==> config.mk <==
export PLATFORM = sky130hd
export DESIGN_NAME = tmds_rx_decode
export DESIGN_NICKNAME = d
export VERILOG_FILES = /design/src/rtl/tmds_rx_decode.sv
export SDC_FILE = /design/constraint.sdc
export NUM_CORES = 1
export LEC_CHECK = 0
export ABC_AREA = 1
export BUFFER_PORTS_ARGS = -buffer_cell sky130_fd_sc_hd__buf_2
export CAP_MARGIN = 20
export CORE_UTILIZATION = 60
export DETAILED_ROUTE_END_ITERATION = 10
export HOLD_SLACK_MARGIN = 0.06
export PLACE_DENSITY = 0.81
export SLEW_MARGIN = 15
export SYNTH_ARGS = -nofsm -noshare
export SYNTH_HDL_FRONTEND = slang
export SYNTH_SLANG_ARGS = --single-unit
==> constraint.sdc <==
create_clock -name i_pixclk -period 7.7 [get_ports i_pixclk]
set_input_delay 1.155 -clock i_pixclk [delete_from_list [all_inputs] [get_ports i_pixclk]]
set_output_delay 1.155 -clock i_pixclk [all_outputs]
set_load 0.05 [all_outputs]
==> src/rtl/tmds_rx_decode.sv <==
// TMDS receiver back end: decodes three word-aligned channels into pixels and syncs,
// then measures active width/height and locks once the same timing repeats.
module tmds_rx_decode #(
  parameter int LOCK_FRAMES = 2,
  parameter int DIM_W       = 12
) (
  input  logic             i_pixclk,
  input  logic             reset,
  input  logic [9:0]       i_TMDS_red,
  input  logic [9:0]       i_TMDS_grn,
  input  logic [9:0]       i_TMDS_blu,
  output logic [7:0]       o_red,
  output logic [7:0]       o_grn,
  output logic [7:0]       o_blu,
  output logic             o_de,
  output logic             o_hsync,
  output logic             o_vsync,
  output logic             o_newline,
  output logic             o_newframe,
  output logic [DIM_W-1:0] o_width,
  output logic [DIM_W-1:0] o_height,
  output logic             o_locked,
  output logic             o_err
);

  localparam logic [9:0] TOK_00 = 10'b1101010100;
  localparam logic [9:0] TOK_01 = 10'b0010101011;
  localparam logic [9:0] TOK_10 = 10'b0101010100;
  localparam logic [9:0] TOK_11 = 10'b1010101011;

  localparam logic [DIM_W-1:0] DIM_MAX    = '1;
  localparam logic [DIM_W-1:0] DIM_ONE    = DIM_W'(1);
  localparam int               MATCH_W    = $clog2(LOCK_FRAMES + 1);
  localparam logic [MATCH_W-1:0] MATCH_LAST = MATCH_W'(LOCK_FRAMES - 1);
  localparam logic [MATCH_W-1:0] MATCH_ONE  = MATCH_W'(1);

  function automatic logic is_token(input logic [9:0] s);
    return (s == TOK_00) || (s == TOK_01) || (s == TOK_10) || (s == TOK_11);
  endfunction

  function automatic logic [1:0] token_code(input logic [9:0] s);
    logic [1:0] c;
    case (s)
      TOK_01:  c = 2'b01;
      TOK_10:  c = 2'b10;
      TOK_11:  c = 2'b11;
      default: c = 2'b00;
    endcase
    return c;
  endfunction

  function automatic logic [7:0] tmds_data(input logic [9:0] s);
    logic [7:0] q;
    logic [7:0] d;
    q    = s[9] ? ~s[7:0] : s[7:0];
    d[0] = q[0];
    for (int i = 1; i < 8; i++) begin
      d[i] = s[8] ? (q[i] ^ q[i-1]) : ~(q[i] ^ q[i-1]);
    end
    return d;
  endfunction

  // Stage 1: register the raw symbols; vld_q keeps a flushed pipeline from looking like data
  logic [9:0] sym_d [3];
  logic [9:0] sym_q [3];
  logic       vld_d, vld_q;

  always_comb begin
    sym_d[0] = i_TMDS_red;
    sym_d[1] = i_TMDS_grn;
    sym_d[2] = i_TMDS_blu;
    vld_d    = 1'b1;
  end

  always_ff @(posedge i_pixclk) begin
    if (reset) begin
      for (int i = 0; i < 3; i++) sym_q[i] <= '0;
      vld_q <= 1'b0;
    end else begin
      for (int i = 0; i < 3; i++) sym_q[i] <= sym_d[i];
      vld_q <= vld_d;
    end
  end

  logic [7:0] dec [3];
  logic [2:0] ctl;

  for (genvar gi = 0; gi < 3; gi++) begin : g_chan
    assign dec[gi] = tmds_data(sym_q[gi]);
    assign ctl[gi] = is_token(sym_q[gi]);
  end

  // Stage 2: classify the symbol triple and produce the registered video outputs
  logic       all_data, all_ctl, vsync_rise;
  logic [1:0] blu_code;
  logic [7:0] red_d, grn_d, blu_d, red_q, grn_q, blu_q;
  logic       de_d, de_q, hsync_d, hsync_q, vsync_d, vsync_q, err_d, err_q;
  logic       newline_d, newline_q, newframe_d, newframe_q, pend_d, pend_q;

  always_comb begin
    all_data   = vld_q & ~(|ctl);
    all_ctl    = vld_q & (&ctl);
    blu_code   = token_code(sym_q[2]);
    de_d       = all_data;
    red_d      = all_data ? dec[0] : 8'd0;
    grn_d      = all_data ? dec[1] : 8'd0;
    blu_d      = all_data ? dec[2] : 8'd0;
    hsync_d    = all_ctl ? blu_code[0] : hsync_q;
    vsync_d    = all_ctl ? blu_code[1] : vsync_q;
    err_d      = vld_q & ~all_data & ~all_ctl;
    newline_d  = de_d & ~de_q;
    vsync_rise = vsync_d & ~vsync_q;
    newframe_d = newline_d & pend_q;
    pend_d     = pend_q;
    if (vsync_rise)     pend_d = 1'b1;
    else if (newline_d) pend_d = 1'b0;
  end

  // Measurement runs on the same cycle as the stage-2 outputs it describes
  logic             de_fall, line_bad, frame_ok;
  logic [DIM_W-1:0] frame_w;
  logic [DIM_W-1:0] pix_d, pix_q, line_d, line_q;
  logic [DIM_W-1:0] prev_w_d, prev_w_q, first_w_d, first_w_q;
  logic             incons_d, incons_q;

  always_comb begin
    de_fall  = de_q & ~de_d;
    pix_d    = pix_q;
    if (newline_d)                   pix_d = DIM_ONE;
    else if (de_d && pix_q != DIM_MAX) pix_d = pix_q + DIM_ONE;
    line_d   = line_q;
    if (vsync_rise)                        line_d = '0;
    else if (newline_d && line_q != DIM_MAX) line_d = line_q + DIM_ONE;
    frame_w  = first_w_q;
    line_bad = 1'b0;
    if (de_fall) begin
      if (line_q == DIM_ONE)                       frame_w  = pix_q;
      else if (line_q > DIM_ONE && pix_q != prev_w_q) line_bad = 1'b1;
    end
    prev_w_d  = de_fall ? pix_q : prev_w_q;
    // A line ending or an error on the vsync edge still belongs to the closing frame
    frame_ok  = ~(incons_q | err_d | line_bad) && (line_q != '0);
    incons_d  = vsync_rise ? 1'b0 : (incons_q | err_d | line_bad);
    first_w_d = vsync_rise ? '0 : frame_w;
  end

  always_ff @(posedge i_pixclk) begin
    if (reset) begin
      red_q      <= '0;
      grn_q      <= '0;
      blu_q      <= '0;
      de_q       <= 1'b0;
      hsync_q    <= 1'b0;
      vsync_q    <= 1'b0;
      err_q      <= 1'b0;
      newline_q  <= 1'b0;
      newframe_q <= 1'b0;
      pend_q     <= 1'b0;
      pix_q      <= '0;
      line_q     <= '0;
      prev_w_q   <= '0;
      first_w_q  <= '0;
      incons_q   <= 1'b0;
    end else begin
      red_q      <= red_d;
      grn_q      <= grn_d;
      blu_q      <= blu_d;
      de_q       <= de_d;
      hsync_q    <= hsync_d;
      vsync_q    <= vsync_d;
      err_q      <= err_d;
      newline_q  <= newline_d;
      newframe_q <= newframe_d;
      pend_q     <= pend_d;
      pix_q      <= pix_d;
      line_q     <= line_d;
      prev_w_q   <= prev_w_d;
      first_w_q  <= first_w_d;
      incons_q   <= incons_d;
    end
  end

  typedef enum logic [1:0] {ST_UNLOCKED, ST_SEARCH, ST_LOCKED} lock_state_t;

  lock_state_t      state_q;
  logic [MATCH_W-1:0] match_q;
  logic [DIM_W-1:0] cand_w_q, cand_h_q, width_q, height_q;
  logic             cand_ok_q, locked_q;

  always_ff @(posedge i_pixclk) begin
    if (reset) begin
      state_q   <= ST_UNLOCKED;
      match_q   <= '0;
      cand_w_q  <= '0;
      cand_h_q  <= '0;
      cand_ok_q <= 1'b0;
      width_q   <= '0;
      height_q  <= '0;
      locked_q  <= 1'b0;
    end else if (vsync_rise) begin
      case (state_q)
        ST_UNLOCKED: begin
          state_q   <= ST_SEARCH;
          cand_w_q  <= frame_w;
          cand_h_q  <= line_q;
          cand_ok_q <= frame_ok;
          match_q   <= '0;
        end
        ST_SEARCH: begin
          if (frame_ok && cand_ok_q && frame_w == cand_w_q && line_q == cand_h_q) begin
            match_q <= match_q + MATCH_ONE;
            if (match_q + MATCH_ONE >= MATCH_LAST) begin
              state_q  <= ST_LOCKED;
              width_q  <= frame_w;
              height_q <= line_q;
              locked_q <= 1'b1;
            end
          end else begin
            cand_w_q  <= frame_w;
            cand_h_q  <= line_q;
            cand_ok_q <= frame_ok;
            match_q   <= '0;
          end
        end
        ST_LOCKED: begin
          // Dimensions stay visible after losing lock; only the flag drops
          if (!frame_ok || frame_w != width_q || line_q != height_q) begin
            state_q  <= ST_UNLOCKED;
            locked_q <= 1'b0;
          end
        end
        default: begin
          state_q  <= ST_UNLOCKED;
          locked_q <= 1'b0;
        end
      endcase
    end
  end

  assign o_red      = red_q;
  assign o_grn      = grn_q;
  assign o_blu      = blu_q;
  assign o_de       = de_q;
  assign o_hsync    = hsync_q;
  assign o_vsync    = vsync_q;
  assign o_err      = err_q;
  assign o_newline  = newline_q;
  assign o_newframe = newframe_q;
  assign o_width    = width_q;
  assign o_height   = height_q;
  assign o_locked   = locked_q;

endmodule

* Yosys cells after proc, flatten, opt, wreduce, memory -nomap -nowiden *
Memory sizes are Yosys's and may differ from the RTL's.
Index checks and enable logic that the tools add are counted.

cells by class
  $add $sub $neg = 3
  $mul = 0
  div/mod/pow operators = 0
  order comparisons = 2
  eq/ne operators = 26
  shift operators = 0
  mux-type cells = 57
  bitwise operators = 65
  reductions and logical operators = 34

operator list
  operator                 count
  $eq A10 B10 Y1 const B   6
  $mux W12                 4
  $pmux W12 S2             2
  $mux W1                  36
  $ne A12 B12 Y1           3
  $eq A10 B8 Y1 const B    3
  $eq A10 B9 Y1 const B    3
  $mux W10                 3
  $not A1 Y1               28
  $add A12 B1 Y12 const B  2
  $eq A12 B12 Y1           2
  $mux W8                  3
  $ne A12 B12 Y1 const B   2
  $not A8 Y8               3
  $xor A1 B1 Y1            21
  $eq A12 B1 Y1 const B    1
  $gt A12 B1 Y1 const B    1
  $pmux W2 S3              2
  $reduce_bool A12 Y1      1
  $logic_or A1 B1 Y1       11
  $and A1 B1 Y1            8
  $mux W2                  4
  $ne A2 B2 Y1 const B     4
  $reduce_and A4 Y1        2
  other kinds (17)         32

word-level totals
  register bits after elaboration = 135
  latch bits = 0
  RAM bits = 30
  memory bits (read-only) = 0
  input port bits = 32
  memories = 1

memories
  name   words  bits a word  rd ports  clocked after Yosys merged registers in  write ports  line  text
  sym_q  3      10           3         0                                        3            65    logic [9:0] sym_q [3];

* Logic depth before layout (Yosys ltp) *
Gate-level depths: netlist (run 1).
An unclocked memory read counts as a cell.

  depth in word-level cells = 20
  mapped depth = 24
  gate-level depth less buffers = 23

* Least setup slack after synthesis (run 1) *
No wires, ideal clock.

  path type = reg2reg
  from = register de_q, in the netlist o_de
  to = register cand_w_q[5]
  setup time = 112 ps
  arrival time = 2,503 ps
  slack = 5,086 ps
  stages on the path, launching flop included = 16
  clock period less this slack = 2,614 ps
  cell sequence = dfxtp_1 buf_1 buf_2 nand4_1 nand2_2 inv_2 nand2_1 nand3_1 nor2_1 and2_4 nand2_4 nand2_4 inv_2 buf_6 nor2_1 nor2_1

between the ends
  cells in the longest elaborated chain, start to end = 10
  elaborated cells on any way between the ends = 14
  classes of those cells = eq/ne: 2; mux: 4; bitwise: 3; reduce/logical: 5

ends and longest elaborated chain
  element                             line  text
  start: declaration                  97    logic de_d, de_q, hsync_d, hsync_q, vsync_d, vsync_q, err_d, err_q;
  start signal: assignment            152   de_q <= 1'b0;
  start signal: assignment            168   de_q <= de_d;
  $and A1 B1 Y1 *                     127   de_fall = de_q & ~de_d;
  $mux W1                             136   if (de_fall) begin
  $or A1 B1 Y1                        142   frame_ok = ~(incons_q | err_d | line_bad) && (line_q != '0);
  $not A1 Y1                          142
  $logic_and A1 B1 Y1                 142
  $logic_and A1 B1 Y1 (3 in a row)    210   if (frame_ok && cand_ok_q && frame_w == cand_w_q && line_q == cand_h_q) begin
  $ne A2 B2 Y1 (no source line)       --
  $reduce_and A3 Y1 (no source line)  --
  end signal: assignment              204   cand_w_q <= frame_w;
  end signal: assignment              219   cand_w_q <= frame_w;
  end: declaration                    187   logic [DIM_W-1:0] cand_w_q, cand_h_q, width_q, height_q;

Every way passes the cells marked *; elsewhere a longest branch is shown, timed or not. The select of a mux whose other input is x is not followed.
A chain may end at the register's enable or synchronous reset.

==> results of run 1 <==
-- cells by family after synthesis --
group	share of synthesized area, %
mux	0.119
flops	39.1
buf+inv	10.6
compound gates	5.99
fa+ha+maj	3.11
simple gates	35.6
xor+xnor	5.47
-- worst register-to-register path, stage by stage, from the launching register on --
cell and delay, ns:
sky130_fd_sc_hd__dfxtp_1 0.60, sky130_fd_sc_hd__nand2_1 0.14, sky130_fd_sc_hd__nor2_1 0.14, sky130_fd_sc_hd__nand2_1 0.06
sky130_fd_sc_hd__nand2_1 0.13, sky130_fd_sc_hd__nor2_4 0.05, sky130_fd_sc_hd__nand3_4 0.24, sky130_fd_sc_hd__nand2_4 0.22
sky130_fd_sc_hd__nand2_1 0.21, sky130_fd_sc_hd__nand2_2 0.10, sky130_fd_sc_hd__nand2_1 0.07, sky130_fd_sc_hd__nand2_1 0.13
sky130_fd_sc_hd__nor2_1 0.14, sky130_fd_sc_hd__nand3_1 0.09, sky130_fd_sc_hd__nor2_2 0.12, sky130_fd_sc_hd__and2_4 0.19
sky130_fd_sc_hd__nand3_2 0.62, sky130_fd_sc_hd__inv_4 0.48, sky130_fd_sc_hd__nor2_2 0.06, sky130_fd_sc_hd__nor2_1 0.11
-- power by group --
group	total (W)	switching (W)	internal [W]
combinational	0.000210	0.000140	0.0000696
clock	0.000871	0.000350	0.000521
sequential	0.000900	0.0000206	0.000880
-- stage by stage --
step | worst slack, ns | power, W
2_1_floorplan | 5.09 | 0.00108
3_3_place_gp | 3.98 | 0.00112
3_5_place_dp | 3.87 | 0.00113
4_1_cts | 3.81 | 0.00198
5_1_grt | 3.35 | 0.00205
6_report | 3.75 | 0.00198
-- area by class of cell --
| class | instances | area [um^2] |
|---|---|---|
| Clock buffer | 21 | 450 |
| Tap cell | 176 | 220 |
| Multi-Input combinational cell | 834 | 4240 |
| Fill cell | 1160 | 3980 |
| Sequential cell | 165 | 3300 |
| Timing Repair Buffer | 88 | 445 |
| Inverter | 175 | 662 |
| Clock inverter | 11 | 150 |
-- registers in the layout (all words and copies together) (netlist names), 8 cells and up --
signal	cells
o_blu	8
o_grn	8
line_q	12
o_width	12
cand_h_q	12
sym_q	30
o_height	12
first_w_q	12
o_red	8
pix_q	12
prev_w_q	12
cand_w_q	12
-- cell usage in the layout, fill, tap and decap left out, types with 21 or more instances in the layout --
cell and instances:
sky130_fd_sc_hd__nor2_1 250, sky130_fd_sc_hd__buf_2 86, sky130_fd_sc_hd__o21ai_0 40, sky130_fd_sc_hd__xnor2_1 28
sky130_fd_sc_hd__ha_1 21, sky130_fd_sc_hd__xor2_1 21, sky130_fd_sc_hd__inv_1 162, sky130_fd_sc_hd__nand2_1 229
sky130_fd_sc_hd__a21oi_1 34, sky130_fd_sc_hd__nand3_1 74, sky130_fd_sc_hd__dfxtp_1 165
-- worst max-delay path by stage --
stage | end | slack [ns] | cells after the start
2_1_floorplan | cand_w_q[5] | 5.09 | 15
3_3_place_gp | o_height[0] | 3.98 | 22
3_5_place_dp | o_height[6] | 3.87 | 22
4_1_cts | o_height[6] | 3.81 | 22
5_1_grt | o_height[11] | 3.35 | 19
6_report | o_height[6] | 3.75 | 19
-- per-layer routing --
layer	GRT usage, %	vias up	share of wire [%]
met5	0	-	0
met4	11.9	0	2.0
met3	5.24	39	6.4
met2	47.3	238	46
met1	37.0	3444	45
li1	-	3888	-
==> impl_metrics.toml, run 1 <==
[logic_synthesis]
synth_cell_types = 48
ys_top_cells_by_area = "sky130_fd_sc_hd__dfxtp_1, sky130_fd_sc_hd__nor2_1, sky130_fd_sc_hd__nand2_1, sky130_fd_sc_hd__inv_1, sky130_fd_sc_hd__nand3_1"
yosysMostFrequentCell = "sky130_fd_sc_hd__nor2_1"
synth_top_cell_area_share_pct = 39.1
ys_ff_latch = 165
post_synth_instance_area_um2 = 8440
yosysSeqAreaShare_pct = 39.1
async_reset_ff_share_pct = 0
net_count_synth = 1264
synth_enable_flop_cells = 0
avgSynthCellArea_um2 = 6.97
synth_top_cells_by_count = "sky130_fd_sc_hd__nor2_1, sky130_fd_sc_hd__nand2_1, sky130_fd_sc_hd__dfxtp_1, sky130_fd_sc_hd__inv_1, sky130_fd_sc_hd__nand3_1"
synthesis_warning_total = 0
synth_largest_area_cell = "sky130_fd_sc_hd__dfxtp_1"
synth_flop_cell = "sky130_fd_sc_hd__dfxtp_1"
synth_cells = 1211

[placement]
gp_congestion = 0.931
post-dp-hpwl_um = 14300
dpl_cell_area_um2 = 8870
io_buffers = 86
placedCellCount = 1438

[global_route]
grt_overflow_total = 0
gr-usage-all-layers_pct = 28.8
maximum_number_of_pins_on_one_net_before_global_route_repair = 43
grt_pass1_wl_um = 32700
grt_antenna_before_repair = 0
grt_pass1_vias = 7145

[sta]
hold_slack_ns = 0.457
layout_worst_path_cycle_share_pct = 51.3
tightest_slew_ns = 0.910
grt_setup_unrepaired = "false"
tns_setup_ns = 0
period_minus_slack_ns = 3.95
final_number_of_max_transition_violations = 0
max_clock_freq_mhz = 253
hold_viol_final = 0
timing.clock.skew_ns = 0.00759
setup_viol = 0
max_slew_margin_pct = 39.2

[hold_path]
worst_hold_path.num_cells = 2
hold_start = "o_locked"
min_path_type = "reg -> reg"
whs_endpoint = "o_locked"

[setup_path]
timing.rr.end = "o_height[6]"
master_of_the_slowest_instance_on_the_critical_path = "sky130_fd_sc_hd__nand3_2"
critPathCaptureType = "register"
cp.arrival_ns = 4.31
critPathKind = "reg -> reg"
cp_max_fo = 38
cp_num_buf_inv = 1
reg2regPathDepth = 19
regToRegSetupSlack_ns = 3.75
cp_slowest_stage_delay_ns = 0.62
worstPathRequired_ns = 8.06
crit_top_cell = "sky130_fd_sc_hd__nand2_1"
cp_top_family = "simple AND/OR/NAND/NOR gates"
worstPathCellList = "nand2_1 -> nor2_1 -> nand2_1 -> nand2_1 -> nor2_4 -> nand3_4 -> nand2_4 -> nand2_1 -> nand2_2 -> nand2_1 -> nand2_1 -> nor2_1 -> nand3_1 -> nor2_2 -> and2_4 -> nand3_2 -> inv_4 -> nor2_2 -> nor2_1"
cp-startpoint = "sym_q[0][8]"
cp-start-kind = "register"
r2r_start = "sym_q[0][8]"

[floorplanning]
boundaryPins = 87
die_area_um2 = 14500
start_util_pct = 62.7
placeableCoreArea_um2 = 13500
fp.dieW_um = 121
dieHeight_um = 121
placement_rows = 42

[flow_run]
cap_violations = 0

[final_layout]
post_layout_nonfiller_instances = 1470
n_antenna_cell = 0
fraction_of_layout_cells_with_a_size_suffix_above_1_pct = 14.5
final_util_pct = 70.4
synthToLayoutAreaGrowth_pct = 12.3
final_net_count = 1334
finalInstanceArea_um2 = 9470

[routing]
detail-route-antenna-nets = 0
route.detailed.wl_per_inst_um = 13.6
firstDrtPassIters = 7
avgViaCountPerCell = 5.18
initial_drt_markers = 604
drt_drc_violations_left = 0
route.final.wire_length_um = 19900
vias = 7609

[run_status]
status = "finished, final reports clean"

[cts]
clk_pin_slew_ns = 0.06
cts_setup_buffers = 0
clock_insertion_delay_worst_skew_ns = 0.43
cts_tree = "done"
cts.sinks = 165
htree_levels = 4
clockRootBuffer = "sky130_fd_sc_hd__clkbuf_16"
cts-resized-gates = 0
cts.hold.buffers_added = 0
cts_max_path_buffers = 2
cts-buffers-inserted = 17

[power_and_ir_drop]
vdd_drop_max_mv = 0.153
leak_nw = 4.65
powerDensity_nw_per_um2 = 209
Note: power is estimated with default switching activity, not from simulation.
==> run 2: changes to the inputs <==
--- a/config.mk
+++ b/config.mk
@@ -8,10 +8,10 @@
 export ABC_AREA = 1
 export BUFFER_PORTS_ARGS = -buffer_cell sky130_fd_sc_hd__buf_2
 export CAP_MARGIN = 20
-export CORE_UTILIZATION = 60
+export CORE_UTILIZATION = 59
 export DETAILED_ROUTE_END_ITERATION = 10
 export HOLD_SLACK_MARGIN = 0.06
-export PLACE_DENSITY = 0.81
+export PLACE_DENSITY = 0.8
 export SLEW_MARGIN = 15
 export SYNTH_ARGS = -nofsm -noshare
 export SYNTH_HDL_FRONTEND = slang
==> constraint.sdc (replaced) <==
create_clock -name i_pixclk -period 4.1 [get_ports i_pixclk]
set_input_delay 0.615 -clock i_pixclk [delete_from_list [all_inputs] [get_ports i_pixclk]]
set_output_delay 0.615 -clock i_pixclk [all_outputs]
set_load 0.05 [all_outputs]
==> impl_metrics.toml, run 2 (synthesis gave the netlist of run 1 again) <==
[global_route]
maximum_number_of_pins_on_one_net_before_global_route_repair = 66
grt_pass1_wl_um = 32600
grt_antenna_before_repair = 0
grt_pass1_vias = 6898
grt_overflow_total = 0
gr-usage-all-layers_pct = 28.2

[sta]
period_minus_slack_ns = 3.42
tightest_slew_ns = 0.952
setup_viol = 0
max_slew_margin_pct = 36.4
max_clock_freq_mhz = 292
layout_worst_path_cycle_share_pct = 83.5
timing.clock.skew_ns = 0.00989
hold_viol_final = 0
grt_setup_unrepaired = "false"
setup_ws_ns = 0.676
tns_setup_ns = 0
final_number_of_max_transition_violations = 0

[floorplanning]
start_util_pct = 60.6
placeableCoreArea_um2 = 13900
dieHeight_um = 122
boundaryPins = 87
placement_rows = 43
fp.dieW_um = 122
die_area_um2 = 14800

[power_and_ir_drop]
power_frac_comb_pct = 10.9
total_design_power_w = 0.00366
p_seq_share_pct = 46.2
p_sw_share_pct = 25.3
powerDensity_nw_per_um2 = 386
vdd_drop_max_mv = 0.327
net-switching-power_w = 0.000924
power.internal_w = 0.00273
power.clock.fraction_pct = 43.0
leak_nw = 4.64

[cts]
cts.sinks = 165
cts.hold.buffers_added = 0
cts_setup_buffers = 0
clockRootBuffer = "sky130_fd_sc_hd__clkbuf_16"
htree_levels = 4
cts-resized-gates = 0
cts_tree = "done"
cts_max_path_buffers = 2
clock_insertion_delay_worst_skew_ns = 0.42
clk_pin_slew_ns = 0.06
cts-buffers-inserted = 17

[placement]
dp_slack_ns = 0.470
gp_congestion = 0.959
post-dp-hpwl_um = 14200
io_buffers = 86

[routing]
firstDrtPassIters = 6
drt_drc_violations_left = 0
route.detailed.wl_per_inst_um = 13.3
initial_drt_markers = 694
route.final.wire_length_um = 19700
avgViaCountPerCell = 5.14
vias = 7584
detail-route-antenna-nets = 0

[setup_path]
cp.arrival_ns = 3.78
worstPathRequired_ns = 4.45
cp_max_fo = 26
critPathKind = "reg -> reg"
critPathCaptureType = "register"
cp-start-kind = "register"
regToRegSetupSlack_ns = 0.68

[hold_path]
min_path_type = "in -> reg"

[final_layout]
top_register = "sym_q"
largest_register_ff_count = 30
n_antenna_cell = 0
n_fill_cell = 1193
fraction_of_layout_cells_with_a_size_suffix_above_1_pct = 14.6
synthToLayoutAreaGrowth_pct = 12.4
final_cell_mix = "sky130_fd_sc_hd__nor2_1, sky130_fd_sc_hd__nand2_1, sky130_fd_sc_hd__dfxtp_1"
final_net_count = 1337
commonest_non_fill_non_tap_cell_in_the_layout = "sky130_fd_sc_hd__nor2_1"

[run_status]
status = "finished, final reports clean"

[flow_run]
cap_violations = 0
-- run 2: worst max-delay path: stages (launching register included) --
cell and delay [ns]:
sky130_fd_sc_hd__dfxtp_1 0.38, sky130_fd_sc_hd__inv_1 0.06, sky130_fd_sc_hd__ha_1 0.19, sky130_fd_sc_hd__nand2_1 0.07, sky130_fd_sc_hd__nor2_1 0.06, sky130_fd_sc_hd__nand2_1 0.05, sky130_fd_sc_hd__nand2_1 0.08, sky130_fd_sc_hd__nor2_4 0.15
sky130_fd_sc_hd__nand3_4 0.25, sky130_fd_sc_hd__nand2_4 0.31, sky130_fd_sc_hd__nand2_1 0.08, sky130_fd_sc_hd__nand2_1 0.22, sky130_fd_sc_hd__nor2_1 0.09, sky130_fd_sc_hd__nor2_1 0.13, sky130_fd_sc_hd__nand2_1 0.08, sky130_fd_sc_hd__nor2_2 0.12
sky130_fd_sc_hd__and2_4 0.19, sky130_fd_sc_hd__nand3_4 0.28, sky130_fd_sc_hd__buf_4 0.30, sky130_fd_sc_hd__nand2_1 0.06, sky130_fd_sc_hd__nand2_1 0.05, sky130_fd_sc_hd__nor2_1 0.13
-- run 2: metrics by stage --
stage          util [%]  hold slack, ns  area, um^2  std cells
6_report           68.0           0.392        9480       1476
3_3_place_gp       63.9           0.436        8900       1445
2_1_floorplan         -           0.424        8440       1211
3_5_place_dp       63.9           0.439        8900       1445
4_1_cts            68.0           0.387        9470       1476
5_1_grt            68.0           0.395        9480       1476
-- run 2: area by class of cell --
cell class                 instances  area [um^2]  share of cell area, %
multi-input combinational        834         4250                   44.8
sequential                       165         3300                   34.8
inverter                         175          662                   6.98
timing repair buffer              91          468                   4.94
clock buffer                      21          440                   4.65
tap                              180          225                   2.38
clock inverter                    10          133                   1.40
-- run 2: worst paths after layout --
kind                  from           end  cells after the start
max reg2reg   sym_q[0][10]    o_width[9]                     21
min reg2reg       o_locked      o_locked                      2
min          i_TMDS_blu[6]  sym_q[0][26]                      3
max           sym_q[0][10]    o_width[9]                     21
-- run 2: power groups by stage --
stage          clock, W  sequential (W)  combinational (W)
2_1_floorplan         0         0.00177           0.000255
3_3_place_gp          0         0.00172           0.000388
3_5_place_dp          0         0.00172           0.000394
4_1_cts         0.00158         0.00169           0.000397
5_1_grt         0.00165         0.00169           0.000445
6_report        0.00157         0.00169           0.000398
-- run 2: metal layers --
layer,vias to the layer above,share of wire [%],track usage (%)
met3,21,6.4,5.62
met2,233,46,45.6
met5,-,0,0
li1,3899,-,-
met1,3431,47,37.8
met4,0,1.4,8.56
==> run 3: changes to the inputs <==
--- a/config.mk
+++ b/config.mk
@@ -8,10 +8,10 @@
 export ABC_AREA = 1
 export BUFFER_PORTS_ARGS = -buffer_cell sky130_fd_sc_hd__buf_2
 export CAP_MARGIN = 20
-export CORE_UTILIZATION = 59
+export CORE_UTILIZATION = 54
 export DETAILED_ROUTE_END_ITERATION = 10
 export HOLD_SLACK_MARGIN = 0.06
-export PLACE_DENSITY = 0.8
+export PLACE_DENSITY = 0.77
 export SLEW_MARGIN = 15
 export SYNTH_ARGS = -nofsm -noshare
 export SYNTH_HDL_FRONTEND = slang
==> constraint.sdc (replaced) <==
create_clock -name i_pixclk -period 3 [get_ports i_pixclk]
set_input_delay 0.45 -clock i_pixclk [delete_from_list [all_inputs] [get_ports i_pixclk]]
set_output_delay 0.45 -clock i_pixclk [all_outputs]
set_load 0.05 [all_outputs]
==> impl_metrics.toml, run 3 (synthesis gave the netlist of run 1 again) <==
[power_and_ir_drop]
net-switching-power_w = 0.00134
power.clock.fraction_pct = 40.8
p_seq_share_pct = 46.4
power_frac_comb_pct = 12.7
p_sw_share_pct = 26.8
leak_nw = 4.92
powerDensity_nw_per_um2 = 484
total_design_power_w = 0.00498
vdd_drop_max_mv = 0.431
power.internal_w = 0.00364

[routing]
detail-route-antenna-nets = 0
route.final.wire_length_um = 21700
route.detailed.wl_per_inst_um = 14.1
vias = 8015
drt_drc_violations_left = 0
avgViaCountPerCell = 5.21
firstDrtPassIters = 5
initial_drt_markers = 598

[setup_path]
cp_max_fo = 23
regToRegSetupSlack_ns = 0.05
critPathCaptureType = "register"
master_of_the_slowest_instance_on_the_critical_path = "sky130_fd_sc_hd__dfxtp_2"
crit_top_cell = "sky130_fd_sc_hd__nand2_2"
cp.arrival_ns = 3.28
critPathKind = "reg -> reg"
r2r_start = "sym_q[0][2]"
cp_slowest_stage_delay_ns = 0.33
worstPathRequired_ns = 3.33
cp-start-kind = "register"
timing_endpoint_of_the_critical_path = "o_height[6]"
worstPathCellList = "inv_2 -> ha_2 -> inv_1 -> nor2_2 -> nand3_2 -> nand2_2 -> nor2_4 -> nand3_4 -> buf_8 -> nand3b_1 -> nand2_2 -> inv_2 -> nand2_2 -> nand2_1 -> nor2_1 -> nand2_1 -> nor2_2 -> and2_4 -> nand3_4 -> buf_12 -> o21ai_0 -> nor2_1"
cp-startpoint = "sym_q[0][2]"
reg2regPathDepth = 22
timing.rr.end = "o_height[6]"

[cts]
cts.sinks = 165
cts-buffers-inserted = 17
cts_max_path_buffers = 2
clock_insertion_delay_worst_skew_ns = 0.44
clk_pin_slew_ns = 0.06
cts_tree = "done"
clockRootBuffer = "sky130_fd_sc_hd__clkbuf_16"
htree_levels = 4
cts.hold.buffers_added = 0

[final_layout]
final_net_count = 1391
finalInstanceArea_um2 = 10300
synthToLayoutAreaGrowth_pct = 21.9
n_fill_cell = 1255
final_cell_mix = "sky130_fd_sc_hd__nor2_1, sky130_fd_sc_hd__nand2_1, sky130_fd_sc_hd__inv_1"
commonest_non_fill_non_tap_cell_in_the_layout = "sky130_fd_sc_hd__nor2_1"
largest_register_ff_count = 30
top_register = "sym_q"
n_antenna_cell = 0
fraction_of_layout_cells_with_a_size_suffix_above_1_pct = 23.7

[placement]
post-dp-hpwl_um = 15100
io_buffers = 86
dpl_cell_area_um2 = 9080
gp_congestion = 0.920

[sta]
tightest_slew_ns = 0.967
grt_setup_unrepaired = "true"
max_clock_freq_mhz = 339
period_minus_slack_ns = 2.95
final_number_of_max_transition_violations = 0
timing.clock.skew_ns = 0.0124
max_slew_margin_pct = 35.4
setup_viol = 0
hold_viol_final = 0
hold_slack_ns = 0.206
tns_setup_ns = 0
layout_worst_path_cycle_share_pct = 98.4

[run_status]
status = "finished, final reports clean"

[hold_path]
min_path_type = "in -> reg"

[global_route]
grt_pass1_wl_um = 33300
maximum_number_of_pins_on_one_net_before_global_route_repair = 39
gr-usage-all-layers_pct = 25.9
grt_antenna_before_repair = 0
grt_pass1_vias = 6976
grt_overflow_total = 0

[floorplanning]
placeableCoreArea_um2 = 15200
start_util_pct = 55.5
die_area_um2 = 16100
placement_rows = 45
fp.dieW_um = 127
dieHeight_um = 127
boundaryPins = 87

[flow_run]
cap_violations = 0
[run 3: cell count changes in the layout (fill, tap and decap cells not counted), moves of 7 or more]
cell / delta
sky130_fd_sc_hd__buf_4: +38
sky130_fd_sc_hd__dfxtp_1: -17
sky130_fd_sc_hd__dfxtp_2: +17
sky130_fd_sc_hd__ha_1: -13
sky130_fd_sc_hd__ha_2: +11
sky130_fd_sc_hd__inv_1: -8
sky130_fd_sc_hd__inv_2: +7
sky130_fd_sc_hd__nand2_1: -14
sky130_fd_sc_hd__nand2_2: +12
sky130_fd_sc_hd__nor2_1: -10
sky130_fd_sc_hd__nor2_2: +9
sky130_fd_sc_hd__o21ai_0: -9
[run 3: layout make-up]
class	instances	area, um^2	share of cell area, %
flip-flops and latches	165	3320	32.3
multi-input cells	838	4530	44.0
clock inverters	9	68.8	0.669
inverters	175	674	6.55
repair buffers	141	967	9.40
clock buffers	23	488	4.74
well taps	188	235	2.29
[run 3: worst min-delay path by stage]
| stage | start | end | slack (ns) | cells past startpoint |
|---|---|---|---|---|
| after floorplan | pend_q | o_newframe | 0.42 | 2 |
| after global placement | pend_q | o_newframe | 0.44 | 2 |
| after detailed placement | pend_q | o_newframe | 0.44 | 2 |
| after CTS | i_TMDS_blu[8] | sym_q[0][28] | 0.20 | 3 |
| after global routing | i_TMDS_grn[1] | sym_q[0][11] | 0.22 | 3 |
| final | i_TMDS_blu[8] | sym_q[0][28] | 0.21 | 3 |
[run 3: repair_timing]
item                       in CTS  in global routing
setup endpoints to repair       0                 55
resized for setup               0                116
setup buffers                   0                 25
[run 3: per-layer routing]
metal | routed length [um] | part of all wire [%] | track usage [%]
met2 | 10200 | 47 | 41.4
met3 | 1290 | 6.0 | 4.44
met5 | 0 | 0 | 0
met4 | 539 | 2.5 | 10.2
met1 | 9650 | 44 | 35.1
[run 3: through the flow]
step	worst slack (ns)	cells	util, %
floorplan	0.386	1211	-
global placement	0.137	1476	59.8
detailed placement	0.0722	1476	59.8
CTS	0.0107	1508	63.4
global route	-0.143	1539	67.7
finish	0.0473	1539	67.7
[run 3: power groups by stage]
| stage | registers (W) | logic [W] | clock network [W] |
|---|---|---|---|
| finish | 0.00231 | 0.000634 | 0.00203 |
| global route | 0.00232 | 0.000695 | 0.00215 |
| CTS | 0.00230 | 0.000563 | 0.00206 |
| detailed placement | 0.00235 | 0.000558 | 0 |
| global placement | 0.00235 | 0.000552 | 0 |
| floorplan | 0.00242 | 0.000348 | 0 |
[run 3: critical path, delay by kind of cell, from the launching register on]
kind / cells / cell delay (ns)
AOI/OAI and AO/OA: 1 / 0.16
adders and majority gates: 1 / 0.18
and+or+nand+nor: 15 / 1.66
buffers and inverters: 5 / 0.52
DFF: 1 / 0.33
